File: src/rtl/timer_counter.sv
`default_nettype none
// ============================================================================
// Module   : timer_counter
// Brief    : Prescaled 32-bit time-base counter with terminal/full-scale wrap,
//            one-shot mode, software load and a sticky overflow flag.
// Revision : 1.0 - initial release
// ============================================================================
module timer_counter #(
  parameter int CNT_W   = 32,
  parameter int PRESC_W = 16
) (
  input  logic               clk_i,
  input  logic               rst_i,
  input  logic               cnt_en_i,
  input  logic               oneshot_i,
  input  logic [PRESC_W-1:0] presc_i,
  input  logic               load_i,
  input  logic [CNT_W-1:0]   load_val_i,
  input  logic               wrap_en_i,
  input  logic [CNT_W-1:0]   wrap_val_i,
  input  logic               ovf_clr_i,
  output logic [CNT_W-1:0]   counter_o,
  output logic               tick_o,
  output logic               wrap_o,
  output logic               overflow_o,
  output logic               busy_o
);

  typedef logic [1:0] state_t;
  localparam state_t           C_ST_IDLE = 2'd0;
  localparam state_t           C_ST_RUN  = 2'd1;
  localparam state_t           C_ST_DONE = 2'd2;
  localparam logic [CNT_W-1:0] C_CNT_MAX = '1;

  state_t             r_state_q, w_state_d;
  logic [PRESC_W-1:0] r_presc_q, w_presc_d;
  logic [CNT_W-1:0]   r_count_q, w_count_d;
  logic               r_tick_q, w_tick_d;
  logic               r_wrap_q, w_wrap_d;
  logic               r_ovf_q, w_ovf_d;
  logic               r_busy_q, w_busy_d;

  logic               w_run_active;
  logic               w_presc_hit;
  logic               w_tick_evt;
  logic               w_wrap_evt;
  logic [CNT_W-1:0]   w_term_val;

  // The >= compare lets a lowered divide value take effect immediately.
  assign w_run_active = (r_state_q == C_ST_RUN) && cnt_en_i;
  assign w_presc_hit  = (r_presc_q >= presc_i);
  assign w_tick_evt   = w_run_active && w_presc_hit && !load_i;
  assign w_term_val   = wrap_en_i ? wrap_val_i : C_CNT_MAX;
  assign w_wrap_evt   = w_tick_evt && (r_count_q == w_term_val);

  always_comb begin
    w_state_d = r_state_q;
    case (r_state_q)
      C_ST_IDLE: begin
        if (cnt_en_i) begin
          w_state_d = C_ST_RUN;
        end
      end
      C_ST_RUN: begin
        if (!cnt_en_i) begin
          w_state_d = C_ST_IDLE;
        end else if (w_wrap_evt && oneshot_i) begin
          w_state_d = C_ST_DONE;
        end
      end
      C_ST_DONE: begin
        if (!cnt_en_i) begin
          w_state_d = C_ST_IDLE;
        end else if (load_i) begin
          w_state_d = C_ST_RUN;
        end
      end
      default: w_state_d = C_ST_IDLE;
    endcase
  end

  // Load beats a coincident tick; outside an active RUN cycle the prescaler is cleared.
  always_comb begin
    w_presc_d = '0;
    w_count_d = r_count_q;
    if (load_i) begin
      w_count_d = load_val_i;
    end else if (w_tick_evt) begin
      w_count_d = w_wrap_evt ? '0 : (r_count_q + CNT_W'(1));
    end else if (w_run_active) begin
      w_presc_d = r_presc_q + PRESC_W'(1);
    end
  end

  always_comb begin
    w_tick_d = w_tick_evt;
    w_wrap_d = w_wrap_evt;
    w_ovf_d  = w_wrap_evt | (r_ovf_q & ~ovf_clr_i);
    w_busy_d = (w_state_d == C_ST_RUN);
  end

  always_ff @(posedge clk_i) begin
    if (rst_i) begin
      r_state_q <= C_ST_IDLE;
      r_presc_q <= '0;
      r_count_q <= '0;
      r_tick_q  <= 1'b0;
      r_wrap_q  <= 1'b0;
      r_ovf_q   <= 1'b0;
      r_busy_q  <= 1'b0;
    end else begin
      r_state_q <= w_state_d;
      r_presc_q <= w_presc_d;
      r_count_q <= w_count_d;
      r_tick_q  <= w_tick_d;
      r_wrap_q  <= w_wrap_d;
      r_ovf_q   <= w_ovf_d;
      r_busy_q  <= w_busy_d;
    end
  end

  assign counter_o  = r_count_q;
  assign tick_o     = r_tick_q;
  assign wrap_o     = r_wrap_q;
  assign overflow_o = r_ovf_q;
  assign busy_o     = r_busy_q;

endmodule
`default_nettype wire

File: config.mk
export PLATFORM = sky130hd
export DESIGN_NAME = timer_counter
export DESIGN_NICKNAME = d
export VERILOG_FILES = /design/src/rtl/timer_counter.sv
export SDC_FILE = /design/constraint.sdc
export NUM_CORES = 1
export LEC_CHECK = 0
export ABC_CLOCK_PERIOD_IN_PS = 4400
export BUFFER_PORTS_ARGS = -buffer_cell sky130_fd_sc_hd__buf_2
export CAP_MARGIN = 20
export CORE_MARGIN = 1.5
export CORE_UTILIZATION = 45
export DETAILED_ROUTE_END_ITERATION = 6
export GPL_ROUTABILITY_DRIVEN = 0
export MAX_ROUTING_LAYER = met4
export PLACE_DENSITY = 0.81
export REMOVE_ABC_BUFFERS = 1
export SLEW_MARGIN = 10
export SYNTH_ARGS = -nofsm -noshare
export SYNTH_HDL_FRONTEND = slang
export SYNTH_SLANG_ARGS = --single-unit
File: constraint.sdc
create_clock -name clk_i -period 4.4 [get_ports clk_i]
set_clock_uncertainty 0.1 [all_clocks]
set_input_delay 0.22 -clock clk_i [delete_from_list [all_inputs] [get_ports clk_i]]
set_output_delay 0.22 -clock clk_i [all_outputs]
set_load 0.05 [all_outputs]
* Yosys cells after proc, flatten, opt, wreduce, memory -nomap -nowiden
Index checks and enable logic that the tools add are counted.
Operators by class: add/subtract/negate cells 2, order comparisons 1, equality and inequality tests 4, mux-type cells 10, bitwise operators 4, reductions and logical operators 9
Operator list (number):
- $mux 32 | 4
- $add 32x1->32 const B | 1
- $eq 32x32->1 | 1
- $add 16x1->16 const B | 1
- $ge 16x16->1 | 1
- $mux 2 | 5
- $pmux 2 s3 | 1
- $logic_and 1x1->1 | 5
- $eq 2x1->1 const B | 2
- $reduce_or 4->1 | 1
- $eq 2x2->1 const B | 1
- $logic_not 2->1 | 1
- $not 1->1 | 2
- $reduce_bool 2->1 | 1
- $and 1x1->1 | 1
- $logic_not 1->1 | 1
- $or 1x1->1 | 1
Word-level totals: register bits 54, input bits 87, output and inout bits 36, word-level logic and storage cells 37

* Logic depth before layout (Yosys ltp)
Gate-level depths: netlist of run 1.
word-level depth 10, gate-level depth with buffers 11, mapped depth without buffers 9

* Least setup slack after synthesis of run 1
OpenSTA, ideal clock, no wires.
kind register to register, from register r_count_q[0] (netlist: counter_o[0]), to register r_count_q[24] (netlist: counter_o[24]), library setup time 87 ps, data arrival time 2794 ps, data required time 4213 ps, slack 1419 ps, cell stages (with the launch flop) 9, buffers on the path 1, period minus slack after synthesis 2981 ps, cell sequence dfxtp_1 ha_1 nand3_2 or4_1 buf_2 or3_1 or3_1 o32a_1 o31ai_1
Between the ends: longest elaborated chain between the ends 5, elaborated cells between the ends (all ways) 6, classes of those cells add/sub (1); eq/ne (1); mux (3); reduce/logical (1)
Ends and longest elaborated chain:
- start: declaration | RTL line 37 | logic [CNT_W-1:0] r_count_q, w_count_d;
- start signal: assignment | RTL line 114 | r_count_q <= w_count_d;
- branches (longest 2 deep; another with $add 32x1->32)
- $mux 32 (*) | RTL line 89 | w_count_d = w_wrap_evt ? '0 : (r_count_q + CNT_W'(1));
- $mux 32 (*) | RTL line 88 | end else if (w_tick_evt) begin
- $mux 32 (*) | RTL line 86 | if (load_i) begin
Every way passes the cells marked *. The select of a mux whose other input is x is not followed. A chain may end at the register's enable or synchronous reset.

* Worst setup path after layout of run 1
from register r_presc_q[0], to register r_presc_q[6]
Between the ends: longest elaborated chain between the ends 4, elaborated cells between the ends (all ways) 5, classes of those cells add/sub (1); order compare (1); reduce/logical (3)
Ends and longest elaborated chain:
- start: declaration | RTL line 36 | logic [PRESC_W-1:0] r_presc_q, w_presc_d;
- start signal: assignment | RTL line 113 | r_presc_q <= w_presc_d;
- $ge 16x16->1 | RTL line 51 | assign w_presc_hit = (r_presc_q >= presc_i);
- $logic_and 1x1->1 (2 in series) | RTL line 52 | assign w_tick_evt = w_run_active && w_presc_hit && !load_i;
- $reduce_or 4->1 (no line)
Several ways; a longest one is shown, not always the timed one.

==> summary.txt, run 1 <==
Outcome
  – Outcome: finished, final reports clean

Setup path
  – Crit. Startpoint: r_presc_q[0]$_SDFF_PP0_
  – Worst R2R Setup Slack: 1.07 ns
  – Slowest CP cell: nand4b_1
  – Critical path class: flip-flop to flip-flop
  – Crit-path most repeated cell: nor2_1
  – Worst-path fanout max: 16
  – Worst setup EP type: flip-flop
  – Worst path cell trace: inv_1 > ha_1 > nand2b_1 > a2111oi_0 > a2111oi_2 > o311a_1 > buf_4 > nor2_1 > nand4b_1 > nor2_1
  – Worst reg2reg path startpoint: r_presc_q[0]$_SDFF_PP0_
  – Slowest stage delay, CP: 0.60 ns
  – R2r worst-path depth: 10
  – Startpoint Class: flip-flop
  – Worst Path Arrival: 3.45 ns
  – Critical Path RT: 4.52 ns
  – End of the critical path: r_presc_q[6]$_SDFF_PP0_
  – Reg2reg end: r_presc_q[6]$_SDFF_PP0_

Drt
  – Metal3 WL: 1240 um
  – DR iter-0 viols: 541
  – Routed vias: 4779
  – Met2 WL: 5980 um
  – Total Wirelength: 12900 um
  – Drt drc: 0
  – Routed vias/inst: 6.10
  – Max layer used: met4
  – Antenna Violating Nets Remaining: 0
  – Routed length per instance: 16.5 um
  – Total iterations of the first detailed-routing run: 5
  – M1 WL: 5330 um

Clock tree
  – CTS resizes: 0
  – H-tree Lvls: 2
  – Clock sinks: 54
  – CTS hold repair buffers: 0
  – Clock buffer depth: 2
  – Clk_lat worst skew: 0.32 ns
  – CTS tree: yes
  – Post-CTS Setup Bufs: 0
  – Clock-pin slew on the worst setup and hold paths: 0.11 ns
  – Root buf cell: clkbuf_8
  – CTS buffer count: 5

Global route
  – Pin count of the biggest net entering global routing: 52
  – GRT Total Usage: 25.5%
  – Global-route wire length before repair: 20300 um
  – Vias in the first global route: 4313
  – Overflow left after global routing: 0
  – Initial antenna violation count: 0

Place
  – Placed wire-length estimate: 9470 um
  – Placement Setup Slack: 1.05 ns
  – I/O Buffers: 122

Yosys
  – Netlist cell types: 66
  – Register area share after synthesis: 25.5%
  – Asr flop ratio synth: 0%
  – Synth area leader: dfxtp_1
  – Synth top area share: 25.5%
  – Area contributors post-synth: dfxtp_1 25%, ha_1 5.3%, nand2_1 5.3%
  – Synthesized area: 4250 um2
  – #FFs+latches synth: 54
  – Post-synth top flop: dfxtp_1
  – YS warnings: 0
  – Mapped Cells: 580
  – Mapped Avg Cell Area: 7.32 um2
  – Post-synth EDFFs: 0

Power
  – Leak: 2.06 nW
  – Power Total: 1.21 mW
  – Pwr/cell area: 243 nW/um2
  – VDD IR max: 0.000132 V

Die
  – Core footprint: 9200 um2
  – I/O pin cnt: 123
  – Initial core utilization: 46.2%
  – Die width: 100 um
  – Die H: 100 um
  – Row Count: 35
  – Die footprint: 10000 um2

Final layout
  – Fin util: 54.1%
  – Fraction of layout instances using a drive strength above 1: 21.7%
  – Layout area overhead: 17.1%
  – Layout Nets: 776
  – ANT cells: 0

Worst hold path
  – HP Class: input port to flip-flop

Timing
  – Fmax: 0.300 GHz
  – Final setup margin: 1.07 ns
  – Fin crit period: 3.33 ns
  – TNS Setup: 0 ns
  – Fin. Hold Viols: 0
  – Fin. max-slew vios: 0
  – Setup Viol. Count Final: 0
  – Max transition margin: 31.7%
  – Ratio of final minimum period to clock period: 75.7%
  – Slew @ Worst Pin: 1.02 ns
  – RSZ-0062 raised after global routing: false

Flow run
  – Max-Cap Viols: 0
[state kept, by name (all words and copies together) (netlist names)]
name / cells
counter_o: 32
r_state_q: 2
overflow_o: 1
busy_o: 1
tick_o: 1
r_presc_q: 16
wrap_o: 1
[placed cells by master, fill, tap and decap left out, drive strengths merged, types with 3 or more instances in the layout]
cell       n
nor2b      6
nor4       8
and3       6
o21a       5
o211ai     3
o32ai      3
or4        5
or3b       7
xnor2     14
a31oi     20
nand2     60
and2       4
a2111oi    4
dfxtp     54
clkbuf     5
nand3     40
nor2      45
ha        18
a32oi      5
buf      126
o21ai     13
a221oi    13
nand2b     4
nor4b      3
nand4bb    3
nor3      13
nand4b     7
o21bai     4
nand4     13
xor2      21
o31ai      4
inv       49
o22ai     12
and4       4
nor3b      4
or3        4
a21oi     37
[synthesized netlist by cell type, types with 3 or more instances]
| master | number |
|---|---|
| a2111oi_0 | 3 |
| a21oi_1 | 37 |
| a221oi_1 | 12 |
| a31oi_1 | 20 |
| a32oi_1 | 5 |
| and2_1 | 4 |
| and3_1 | 6 |
| and4_1 | 4 |
| buf_2 | 16 |
| clkbuf_1 | 23 |
| dfxtp_1 | 54 |
| ha_1 | 18 |
| inv_1 | 46 |
| nand2_1 | 60 |
| nand2b_1 | 4 |
| nand3_1 | 39 |
| nand4_1 | 13 |
| nand4b_1 | 7 |
| nand4bb_1 | 3 |
| nor2_1 | 45 |
| nor2b_1 | 6 |
| nor3_1 | 12 |
| nor3b_1 | 4 |
| nor4_1 | 7 |
| nor4b_1 | 3 |
| o211ai_1 | 3 |
| o21a_1 | 5 |
| o21ai_0 | 8 |
| o21ai_1 | 5 |
| o21bai_1 | 4 |
| o22ai_1 | 12 |
| o31ai_1 | 4 |
| o32ai_1 | 3 |
| or3_1 | 4 |
| or3b_1 | 6 |
| or4_1 | 4 |
| xnor2_1 | 14 |
| xor2_1 | 21 |
[final cells by class]
class | instances | area [um2]
clock buffers | 5 | 68.8
clock inverters | 3 | 47.5
fillers | 878 | 4230
inverters | 47 | 176
multi-input cells | 437 | 2820
flip-flops and latches | 54 | 1080
well taps | 111 | 139
repair buffers | 126 | 641
[critical path, delay by kind of cell, from the launching register on]
kind	cells	cell delay [ns]
buf+inv	2	0.26
compound gates	3	0.96
simple gates	4	1.27
fa+ha+maj	1	0.26
flops	1	0.40
[how the worst min path moves through the flow]
stage / from / endpoint / slack [ns] / depth (start not counted)
finish: load_val_i[5] / counter_o[5]$_SDFFE_PP0P_ / 0.04 / 3
floorplan: rst_i / counter_o[19]$_SDFFE_PP0P_ / 0.19 / 1
global placement: r_presc_q[0]$_SDFF_PP0_ / r_presc_q[0]$_SDFF_PP0_ / 0.35 / 1
detailed placement: r_presc_q[0]$_SDFF_PP0_ / r_presc_q[0]$_SDFF_PP0_ / 0.37 / 1
global route: load_val_i[21] / counter_o[21]$_SDFFE_PP0P_ / 0.06 / 3
CTS: load_val_i[5] / counter_o[5]$_SDFFE_PP0P_ / 0.05 / 3
[power by group]
part / switching, mW / internal (mW) / leakage, nW / total (mW)
registers: 0.0521 / 0.510 / 0.444 / 0.562
clock network: 0.187 / 0.174 / 0.0591 / 0.361
logic: 0.181 / 0.103 / 1.56 / 0.283
total: 0.420 / 0.787 / 2.06 / 1.21
[logic make-up (layout without fill, tap and decap cells)]
kind of cell	Yosys count	after routing	synth area share, %
fa+ha+maj	18	18	5.31
flops	54	54	25.5
xor+xnor	35	35	7.22
simple gates	241	241	30.4
compound gates	143	143	23.2
buf+inv	89	181	8.40
[through the flow]
stage	instance area [um2]	std cells	hold slack [ns]
after CTS	4970	783	0.0453
after floorplan	4070	538	0.186
after detailed placement	4850	775	0.373
after global placement	4850	775	0.352
final	4970	783	0.0445
after global routing	4970	783	0.0559
[metal layers]
layer / GRT usage, % / up-vias
met5: - / -
met4: 10.2 / 0
met3: 5.15 / 33
met2: 42.2 / 244
met1: 30.5 / 2198
li1: - / 2304
Note: power is estimated with default switching activity, not from simulation.
==> run 2, diff against run 1 <==
- ABC_CLOCK_PERIOD_IN_PS: 4400 -> 3200
- clock period: 4.4 -> 3.2 ns (I/O delays scaled with it)
==> run 2 against run 1 <==
  * Count of clock-buffer cells in the layout stayed put
  * Non-clock buffer count is 12 higher
  * Fmax is 9.6% higher
  * Critical path depth stayed put
  * Critical endpoint is now r_presc_q[4]$_SDFF_PP0_
  * Hold slack worse by 0.044 ns
  * Total power is 30% higher
  * Critical path type unchanged
  * Register-to-register slack worse by 0.91 ns
==> summary.txt, run 2 (synthesis gave the netlist of run 1 again) <==
Drt
  – Routed vias/inst: 6.19 (was 6.10)
  – Routed length per instance: 16.8 um (was 16.5 um)
  – DR iter-0 viols: 456 (was 541)
  – M1 WL: 5420 um (was 5330 um)
  – Metal3 WL: 1170 um (was 1240 um)
  – Total iterations of the first detailed-routing run: 6 (was 5)
  – Antenna Violating Nets Remaining: 0 (unchanged)
  – Met2 WL: 6340 um (was 5980 um)
  – Drt drc: 0 (unchanged)
  – Max layer used: met4 (unchanged)
  – Total Wirelength: 13400 um (was 12900 um)
  – Routed vias: 4921 (was 4779)

Timing
  – Fin. Hold Viols: 0 (unchanged)
  – RSZ-0062 raised after global routing: false (unchanged)
  – Worst hold slack: 0.000575 ns (was 0.0445 ns)
  – Fin crit period: 3.04 ns (was 3.33 ns)
  – Setup Viol. Count Final: 0 (unchanged)
  – Slew @ Worst Pin: 0.755 ns (was 1.02 ns)
  – Fmax: 0.329 GHz (was 0.300 GHz)
  – Fin. max-slew vios: 0 (unchanged)
  – Max transition margin: 48.4% (was 31.7%)
  – Ratio of final minimum period to clock period: 95.0% (was 75.7%)
  – Final setup margin: 0.161 ns (was 1.07 ns)

Clock tree
  – CTS tree: yes (unchanged)
  – Clock buffer depth: 2 (unchanged)
  – Clock sinks: 54 (unchanged)
  – CTS buffer count: 5 (unchanged)
  – Root buf cell: clkbuf_8 (unchanged)
  – Post-CTS Setup Bufs: 0 (unchanged)
  – Clock-pin slew on the worst setup and hold paths: 0.11 ns (about the same)
  – Clk_lat worst skew: 0.32 ns (about the same)
  – H-tree Lvls: 2 (unchanged)

Final layout
  – Fraction of layout instances using a drive strength above 1: 22.4% (was 21.7%)
  – Layout area overhead: 19.5% (was 17.1%)
  – Fin util: 55.2% (was 54.1%)
  – Most common cell after layout, fill and taps aside: buf_2 (unchanged)
  – Fill count: 904 (was 878)
  – ANT cells: 0 (unchanged)
  – Fin area: 5070 um2 (was 4970 um2)
  – Layout Nets: 788 (was 776)
  – Most frequent cells in the layout: 122 x buf_2, 60 x nand2_1, 54 x dfxtp_1 (unchanged)
  – Max reg flops: 32 (unchanged)

Place
  – I/O Buffers: 122 (unchanged)
  – Cell Area, Placed: 4920 um2 (was 4850 um2)
  – Placed wire-length estimate: 10100 um (was 9470 um)
  – Placement Setup Slack: 0.250 ns (was 1.05 ns)

Global route
  – Global-route wire length before repair: 21900 um (was 20300 um)
  – GRT Total Usage: 27.5% (was 25.5%)
  – Pin count of the biggest net entering global routing: 41 (was 52)
  – Vias in the first global route: 4655 (was 4313)
  – Overflow left after global routing: 0 (unchanged)
  – Initial antenna violation count: 0 (unchanged)

Worst hold path
  – WHS Path Cells: 3 (unchanged)
  – HP Class: input port to flip-flop (unchanged)

Die
  – I/O pin cnt: 123 (unchanged)
  – Die width: 100 um (unchanged)
  – Die footprint: 10000 um2 (unchanged)
  – Die H: 100 um (unchanged)
  – Row Count: 35 (unchanged)
  – Core footprint: 9200 um2 (unchanged)
  – Initial core utilization: 46.2% (unchanged)

Setup path
  – Worst setup EP type: flip-flop (unchanged)
  – Worst-path fanout max: 16 (unchanged)
  – Critical Path RT: 3.34 ns (was 4.52 ns)
  – Startpoint Class: flip-flop (unchanged)
  – Critical path class: flip-flop to flip-flop (unchanged)
  – Worst R2R Setup Slack: 0.16 ns (was 1.07 ns)
  – R2r worst-path depth: 10 (unchanged)
  – Worst Path Arrival: 3.18 ns (was 3.45 ns)

Power
  – VDD IR max: 0.000233 V (was 0.000132 V)
  – Leak: 2.11 nW (was 2.06 nW)
  – Pwr/cell area: 310 nW/um2 (was 243 nW/um2)

Outcome
  – Outcome: finished, final reports clean (unchanged)

Flow run
  – Max-Cap Viols: 0 (unchanged)
-- run 2: repair_timing --
item / in CTS / in global routing
hold endpoints to repair: 5 / 0
gates resized for setup: 0 / 1
setup endpoints to repair: 0 / 1
hold buffers: 5 / 0
-- run 2: critical path: stages (launching register included) --
cell	delay, ns
dfxtp_1	0.42
inv_1	0.06
ha_1	0.27
nand2b_1	0.16
a2111oi_0	0.72
a2111oi_4	0.09
o311a_1	0.38
nor2_1	0.29
nand4b_1	0.15
buf_4	0.22
nor2_1	0.12
-- run 2: per-layer routing --
layer / GRT usage, % / up-vias
met2: 45.4 / 266
met1: 33.7 / 2280
met5: - / -
li1: - / 2327
met3: 4.25 / 48
met4: 11.2 / 0
-- run 2: final cells by class --
class | count | area [um2] | share of cell area [%]
multi-input combinational | 437 | 2830 | 55.8
tap | 111 | 139 | 2.74
clock buffer | 5 | 68.8 | 1.36
inverter | 47 | 176 | 3.48
timing repair buffer | 138 | 756 | 14.9
clock inverter | 3 | 21.3 | 0.419
sequential | 54 | 1080 | 21.3
-- run 2: final timing paths --
| check | startpoint | end |
|---|---|---|
| worst max-delay path | r_presc_q[0]$_SDFF_PP0_ | r_presc_q[4]$_SDFF_PP0_ |
| worst min-delay path | load_val_i[2] | counter_o[2]$_SDFFE_PP0P_ |
| worst max register to register | r_presc_q[0]$_SDFF_PP0_ | r_presc_q[4]$_SDFF_PP0_ |
| worst min register to register | overflow_o$_SDFF_PP0_ | overflow_o$_SDFF_PP0_ |
-- run 2: through the flow --
stage               cells  total power [mW]  setup TNS, ns
floorplan             538              1.01         -13.00
global placement      782              1.17              0
detailed placement    782              1.18              0
CTS                   795              1.57              0
global route          795              1.64              0
finish                795              1.57              0
-- run 2: power by group --
group,internal (mW),switching (mW)
Combinational,0.149,0.256
Sequential,0.702,0.0697
Clock,0.154,0.240
Total,1.00,0.566
